==> config.mk <==
export PLATFORM = sky130hd
export DESIGN_NAME = fetch_unit
export DESIGN_NICKNAME = d
export VERILOG_FILES = /design/src/rtl/fetch_pkg.sv /design/src/rtl/fetch_fifo.sv /design/src/rtl/fetch_unit.sv
export SDC_FILE = /design/constraint.sdc
export NUM_CORES = 1
export LEC_CHECK = 0
export BUFFER_PORTS_ARGS = -buffer_cell sky130_fd_sc_hd__buf_2
export CAP_MARGIN = 20
export CORE_MARGIN = 1.5
export CORE_UTILIZATION = 50
export DETAILED_ROUTE_END_ITERATION = 16
export PLACE_DENSITY = 0.85
export SYNTH_ARGS = -nofsm -noshare
export SYNTH_HDL_FRONTEND = slang
export SYNTH_HIERARCHICAL = 1
export SYNTH_SLANG_ARGS = --single-unit
==> constraint.sdc <==
create_clock -name clk -period 5.3 [get_ports clk]
set_clock_uncertainty 0.05 [all_clocks]
set_input_delay 0.265 -clock clk [delete_from_list [all_inputs] [get_ports clk]]
set_output_delay 0.265 -clock clk [all_outputs]
set_load 0.05 [all_outputs]
==> src/rtl/fetch_pkg.sv <==
// rtl/fetch_pkg.sv - shared types and constants for the instruction fetch stage
//
// Contents:
//   fetch_state_e    : fetch FSM states (ISSUE, WAIT, DROP)
//   PC_INCR          : byte distance between sequential instruction words
//   DEFAULT_RESET_PC : default first fetch address after reset
//   word_align()     : clears the byte-offset bits of an address

package fetch_pkg;

    // ISSUE : free to request (no response outstanding)
    // WAIT  : one request outstanding, its response will be buffered
    // DROP  : one request outstanding, its response is stale and discarded
    typedef enum logic [1:0] {
        ISSUE = 2'd0,
        WAIT  = 2'd1,
        DROP  = 2'd2
    } fetch_state_e;

    localparam logic [31:0] PC_INCR          = 32'd4;
    localparam logic [31:0] DEFAULT_RESET_PC = 32'h0000_0000;

    function automatic logic [31:0] word_align(input logic [31:0] addr);
        return addr & 32'hFFFF_FFFC;
    endfunction

endpackage

==> src/rtl/fetch_fifo.sv <==
// rtl/fetch_fifo.sv - instruction buffer holding {pc, instr} pairs for decode
//
// Ports:
//   clk, rst     : clock, asynchronous active-high reset
//   push         : write push_data at the tail
//   push_data    : {pc[31:0], instr[31:0]}
//   pop          : drop the head entry (ignored when empty)
//   flush        : empty the buffer; overrides push and pop in the same cycle
//   count        : number of valid entries (0..DEPTH)
//   head_valid   : buffer not empty
//   head_data    : head entry, read straight from storage registers

module fetch_fifo #(
    parameter int DEPTH = 2
) (
    input  logic                     clk,
    input  logic                     rst,
    input  logic                     push,
    input  logic [63:0]              push_data,
    input  logic                     pop,
    input  logic                     flush,
    output logic [$clog2(DEPTH):0]   count,
    output logic                     head_valid,
    output logic [63:0]              head_data
);

    localparam int AW = $clog2(DEPTH);
    localparam logic [AW:0] DEPTH_C = (AW + 1)'(DEPTH);

    logic [63:0]   mem_q [DEPTH];
    logic [AW-1:0] rd_ptr_q, rd_ptr_d;
    logic [AW-1:0] wr_ptr_q, wr_ptr_d;
    logic [AW:0]   count_q, count_d;
    logic          do_pop;
    logic          do_push;

    assign do_pop  = pop & (count_q != '0) & ~flush;
    // A pop in the same cycle frees the head slot, so a full buffer can still accept.
    assign do_push = push & ~flush & ((count_q != DEPTH_C) | do_pop);

    always_comb begin
        rd_ptr_d = rd_ptr_q;
        wr_ptr_d = wr_ptr_q;
        count_d  = count_q;
        if (flush) begin
            rd_ptr_d = '0;
            wr_ptr_d = '0;
            count_d  = '0;
        end else begin
            // DEPTH is a power of two, so the pointers wrap by overflow.
            if (do_pop) begin
                rd_ptr_d = rd_ptr_q + 1'b1;
            end
            if (do_push) begin
                wr_ptr_d = wr_ptr_q + 1'b1;
            end
            case ({do_push, do_pop})
                2'b10:   count_d = count_q + 1'b1;
                2'b01:   count_d = count_q - 1'b1;
                default: count_d = count_q;
            endcase
        end
    end

    always_ff @(posedge clk or posedge rst) begin
        if (rst) begin
            rd_ptr_q <= '0;
            wr_ptr_q <= '0;
            count_q  <= '0;
            for (int i = 0; i < DEPTH; i++) begin
                mem_q[i] <= '0;
            end
        end else begin
            rd_ptr_q <= rd_ptr_d;
            wr_ptr_q <= wr_ptr_d;
            count_q  <= count_d;
            if (do_push) begin
                mem_q[wr_ptr_q] <= push_data;
            end
        end
    end

    assign count      = count_q;
    assign head_valid = (count_q != '0);
    assign head_data  = mem_q[rd_ptr_q];

endmodule

==> src/rtl/fetch_unit.sv <==
// rtl/fetch_unit.sv - instruction fetch stage: PC, memory requests, buffer to decode
//
// Parameters:
//   DEPTH        : instruction buffer entries (power of two, >= 2)
//   RESET_PC     : first fetch address after reset
// Ports:
//   clk, rst     : clock, asynchronous active-high reset
//   imem_req     : request strobe, always accepted by memory
//   imem_addr    : word address of the request
//   imem_rvalid  : response valid (at least one cycle after the request)
//   imem_rdata   : instruction word qualified by imem_rvalid
//   if_valid     : head of buffer valid for decode
//   if_instr     : head instruction
//   if_pc        : head instruction address
//   if_pc4       : if_pc + 4 (wrapping)
//   id_ready     : decode consumes the head when if_valid & id_ready
//   redirect     : one-cycle pulse, restart fetch at redirect_pc
//   redirect_pc  : new fetch address (low two bits ignored)

module fetch_unit
    import fetch_pkg::*;
#(
    parameter int          DEPTH    = 2,
    parameter logic [31:0] RESET_PC = DEFAULT_RESET_PC
) (
    input  logic        clk,
    input  logic        rst,
    output logic        imem_req,
    output logic [31:0] imem_addr,
    input  logic        imem_rvalid,
    input  logic [31:0] imem_rdata,
    output logic        if_valid,
    output logic [31:0] if_instr,
    output logic [31:0] if_pc,
    output logic [31:0] if_pc4,
    input  logic        id_ready,
    input  logic        redirect,
    input  logic [31:0] redirect_pc
);

    localparam int CW = $clog2(DEPTH) + 1;
    localparam logic [CW:0] DEPTH_EXT = (CW + 1)'(DEPTH);

    fetch_state_e  state_q, state_d;
    logic [31:0]   fetch_pc_q, fetch_pc_d;
    logic [31:0]   req_pc_q, req_pc_d;
    logic [CW-1:0] count;
    logic          push;
    logic          pop;
    logic          head_valid;
    logic [63:0]   head_data;
    logic          in_flight;
    logic          slot_free;

    // A request in flight owns a buffer slot, so its response always finds room.
    assign in_flight = (state_q != ISSUE);
    assign slot_free = ({1'b0, count} + {{CW{1'b0}}, in_flight}) < DEPTH_EXT;

    assign imem_req  = (state_q == ISSUE) & slot_free & ~redirect & ~rst;
    assign imem_addr = fetch_pc_q;

    always_comb begin
        state_d    = state_q;
        fetch_pc_d = fetch_pc_q;
        req_pc_d   = req_pc_q;
        push       = 1'b0;
        if (redirect) begin
            fetch_pc_d = word_align(redirect_pc);
            case (state_q)
                // An outstanding response is stale: drop it now if it is here,
                // otherwise remember to drop it when it arrives.
                WAIT, DROP: state_d = imem_rvalid ? ISSUE : DROP;
                default:    state_d = ISSUE;
            endcase
        end else begin
            case (state_q)
                ISSUE: begin
                    if (imem_req) begin
                        state_d    = WAIT;
                        req_pc_d   = fetch_pc_q;
                        fetch_pc_d = fetch_pc_q + PC_INCR;
                    end
                end
                WAIT: begin
                    if (imem_rvalid) begin
                        push    = 1'b1;
                        state_d = ISSUE;
                    end
                end
                DROP: begin
                    if (imem_rvalid) begin
                        state_d = ISSUE;
                    end
                end
                default: state_d = ISSUE;
            endcase
        end
    end

    always_ff @(posedge clk or posedge rst) begin
        if (rst) begin
            state_q    <= ISSUE;
            fetch_pc_q <= RESET_PC;
            req_pc_q   <= RESET_PC;
        end else begin
            state_q    <= state_d;
            fetch_pc_q <= fetch_pc_d;
            req_pc_q   <= req_pc_d;
        end
    end

    assign pop = head_valid & id_ready;

    fetch_fifo #(
        .DEPTH (DEPTH)
    ) u_fifo (
        .clk        (clk),
        .rst        (rst),
        .push       (push),
        .push_data  ({req_pc_q, imem_rdata}),
        .pop        (pop),
        .flush      (redirect),
        .count      (count),
        .head_valid (head_valid),
        .head_data  (head_data)
    );

    assign if_valid = head_valid;
    assign if_pc    = head_data[63:32];
    assign if_instr = head_data[31:0];
    assign if_pc4   = if_pc + PC_INCR;

endmodule

==> impl_metrics.env <==
export IMPL_postSynthCellCount=738
export IMPL_synthTopCellsByCount="dfrtp_1, mux2_2, mux2_4, nand2_1, nor2_1"
export IMPL_instances_no_fill=1180
export IMPL_finalPower_mw=6.29
export IMPL_crit_family="simple AND/OR/NAND/NOR gates"
export IMPL_slowest_stage="dfrtp_2"
export IMPL_setup_slack_ns=1.58
export IMPL_relSlewSlack_pct=36.3
export IMPL_place_gp_congestion=0.815
export IMPL_max_freq_mhz=269
export IMPL_peakVddDrop_mv=0.342
export IMPL_std_cell_rows=50
export IMPL_critPathBufInv=1
export IMPL_worstMarginPinSlew_ns=0.956
export IMPL_slew_violations=0
export IMPL_cp_depth=6
export IMPL_dp_hpwl_mm=14.6
export IMPL_syn_area_per_cell_um2=12.9
export IMPL_cp_end_kind="primary output"
export IMPL_postRouteAntennaNets=0
export IMPL_fill_cells=1467
export IMPL_antenna_found_initial=0
export IMPL_track_usage_pct=22.0
export IMPL_cts_sinks=194
export IMPL_routed_wl_mm=21.3
export IMPL_period_needed_ns=3.72
export IMPL_required_ns=4.99
export IMPL_post_route_period_util_pct=70.2
export IMPL_viasPerCell=5.64
export IMPL_maxCapViolCount=0
export IMPL_syn_area_um2=9520
export IMPL_initial_utilization_pct=50.9
export IMPL_placed_cells=1137
export IMPL_synth_flop_cell="dfrtp_1"
export IMPL_cts_tree="yes"
export IMPL_placed_area_um2=10600
export IMPL_cts_max_path_buffers=2
export IMPL_worstPathArrival_ns=3.40
export IMPL_clk_pin_slew_worst_paths_ns=0.08
export IMPL_grt_max_degree=71
export IMPL_grt_pass1_vias=6550
export IMPL_fin_tns_setup_ns=0
export IMPL_wl_per_cell_um=18.0
export IMPL_grt_overflow=0
export IMPL_cts_root_buf="clkbuf_16"
export IMPL_clk_latency_ns=0.43
export IMPL_port_buffers=194
export IMPL_hp_class="in2reg"
export IMPL_yosys_warnings=6
export IMPL_path_cells="mux2_2, and4_1, or3b_2, nor3_1, xor2_1, buf_2"
export IMPL_die_h_um=141
export IMPL_path_max_fanout=38
export IMPL_vias=6661
export IMPL_layout_drive_gt1_share_pct=49.8
export IMPL_htreeDepth=4
export IMPL_whs_path_depth=2
export IMPL_ys_ff_latch=194
export IMPL_layout_nets=1007
export IMPL_worst_setup_path_type="reg2out"
export IMPL_synth_distinct_cells=45
export IMPL_drtIter0Drc=335
export IMPL_synthTopCellsByArea="dfrtp_1, mux2_2, mux2_4"
export IMPL_synth_edf_count=0
export IMPL_setup_viol=0
export IMPL_diodes=0
export IMPL_power_density_nw_per_um2=556
export IMPL_p_leak_nw=5.55
export IMPL_synth_most_common_cell="dfrtp_1"
export IMPL_rr_worst_depth=7
export IMPL_drcViolationCount=0
export IMPL_drt_pre_antenna_iters=4
export IMPL_postLayoutCoreUtil_pct=60.5
export IMPL_synth_async_sr_flop_share_pct=100
export IMPL_coreArea_um2=18700
export IMPL_post_route_cell_area_um2=11300
export IMPL_hold_violations=0
export IMPL_status="finished, final reports clean"
export IMPL_pre_cts_ws_ns=2.01
export IMPL_cpPeakStageDelay_ns=0.98
export IMPL_yosysSeqAreaShare_pct=51.0
export IMPL_synth_top_area_cell="dfrtp_1"
export IMPL_rsz0062_at_grt="no"
export IMPL_critPathLaunchType="flip-flop"
export IMPL_holdWs_ns=0.0137
export IMPL_cts_buffers=17
export IMPL_die_area_um2=19900
export IMPL_syn_to_final_growth_pct=18.9
export IMPL_pin_count=199
export IMPL_die_x_um=141
export IMPL_synth_top_area_share_pct=51.0
export IMPL_grt_pass1_wl_mm=34.5
path summary, 6_finish.rpt:
| kind | startpoint | to | slack, ns |
|---|---|---|---|
| max in group asynchronous | rst | u_fifo/mem_q[37] | 3.29 |
| min in group asynchronous | rst | req_pc_q[3] | 0.35 |
| worst max-delay path | u_fifo/rd_ptr_q | if_pc4[19] | 1.58 |
| worst min register to register | u_fifo/mem_q[125] | u_fifo/mem_q[125] | 0.45 |
| worst max register to register | u_fifo/count[1] | u_fifo/mem_q[114] | 2.21 |
| worst min-delay path | redirect_pc[10] | imem_addr[10] | 0.01 |
cell type report:
class / count / area (um^2) / area share, %
well taps: 234 / 293 / 2.59
inverters: 14 / 55.1 / 0.486
multi-input cells: 491 / 4390 / 38.8
clock inverters: 13 / 118 / 1.04
clock buffers: 18 / 439 / 3.88
repair buffers: 216 / 1170 / 10.3
flip-flops and latches: 194 / 4860 / 42.9
timing repair:
item / in CTS / in global routing
hold buffers: 12 / 0
resized for setup: 0 / 0
buffers inserted: 0 / 0
setup endpoints to repair: 0 / 0
hold endpoints to repair: 23 / 0
layout by cell type, fill, tap and decap left out, types with 10 or more instances in the layout:
cell / count
or4_1: 13
dlygate4sd3_1: 12
nand3_1: 24
a31oi_1: 14
dfrtp_1: 193
o31ai_1: 11
mux2_4: 49
mux2_2: 174
nand2_1: 32
nor2_1: 28
nand4_1: 23
xor2_1: 14
xnor2_1: 27
o21ai_0: 17
buf_4: 10
inv_1: 12
clkbuf_16: 17
buf_2: 194
power by group:
group,switching (mW),internal [mW]
clock network,0.580,0.630
logic,1.96,0.947
registers,0.301,1.88
total,2.84,3.46
per-layer routing:
layer | GRT usage (%) | vias up | wire length, um
met4 | 6.96 | 0 | 386
met5 | 0 | - | 0
met3 | 4.14 | 22 | 982
li1 | - | 3064 | -
met1 | 29.4 | 3364 | 9400
met2 | 36.5 | 211 | 10500
registers in the layout, indices dropped and copies added, names as in the netlist:
register         flops
u_fifo/count         2
u_fifo/mem_q       128
req_pc_q            30
imem_addr           30
u_fifo/rd_ptr_q      1
state_q              2
u_fifo/wr_ptr_q      1
worst reg2reg max path, stage by stage (launching register included):
cell	delay [ns]
dfrtp_1	0.46
nor2_1	0.18
inv_1	0.06
and2_1	0.23
nor3b_2	0.33
or4b_4	0.78
buf_4	0.47
mux2_2	0.40
logic make-up after synthesis:
| kind of cell | Yosys count | synth area share (%) |
|---|---|---|
| multiplexers | 224 | 28.4 |
| flip-flops | 194 | 51.0 |
| AND/OR/NAND/NOR | 164 | 9.60 |
| buffers and inverters | 58 | 3.14 |
| AO/OA/AOI/OAI | 52 | 3.51 |
| XOR/XNOR | 41 | 3.77 |
| adder cells (fa/ha/maj) | 4 | 0.526 |
| other | 1 | 0.0394 |
(Power assumes the default switching activity.)
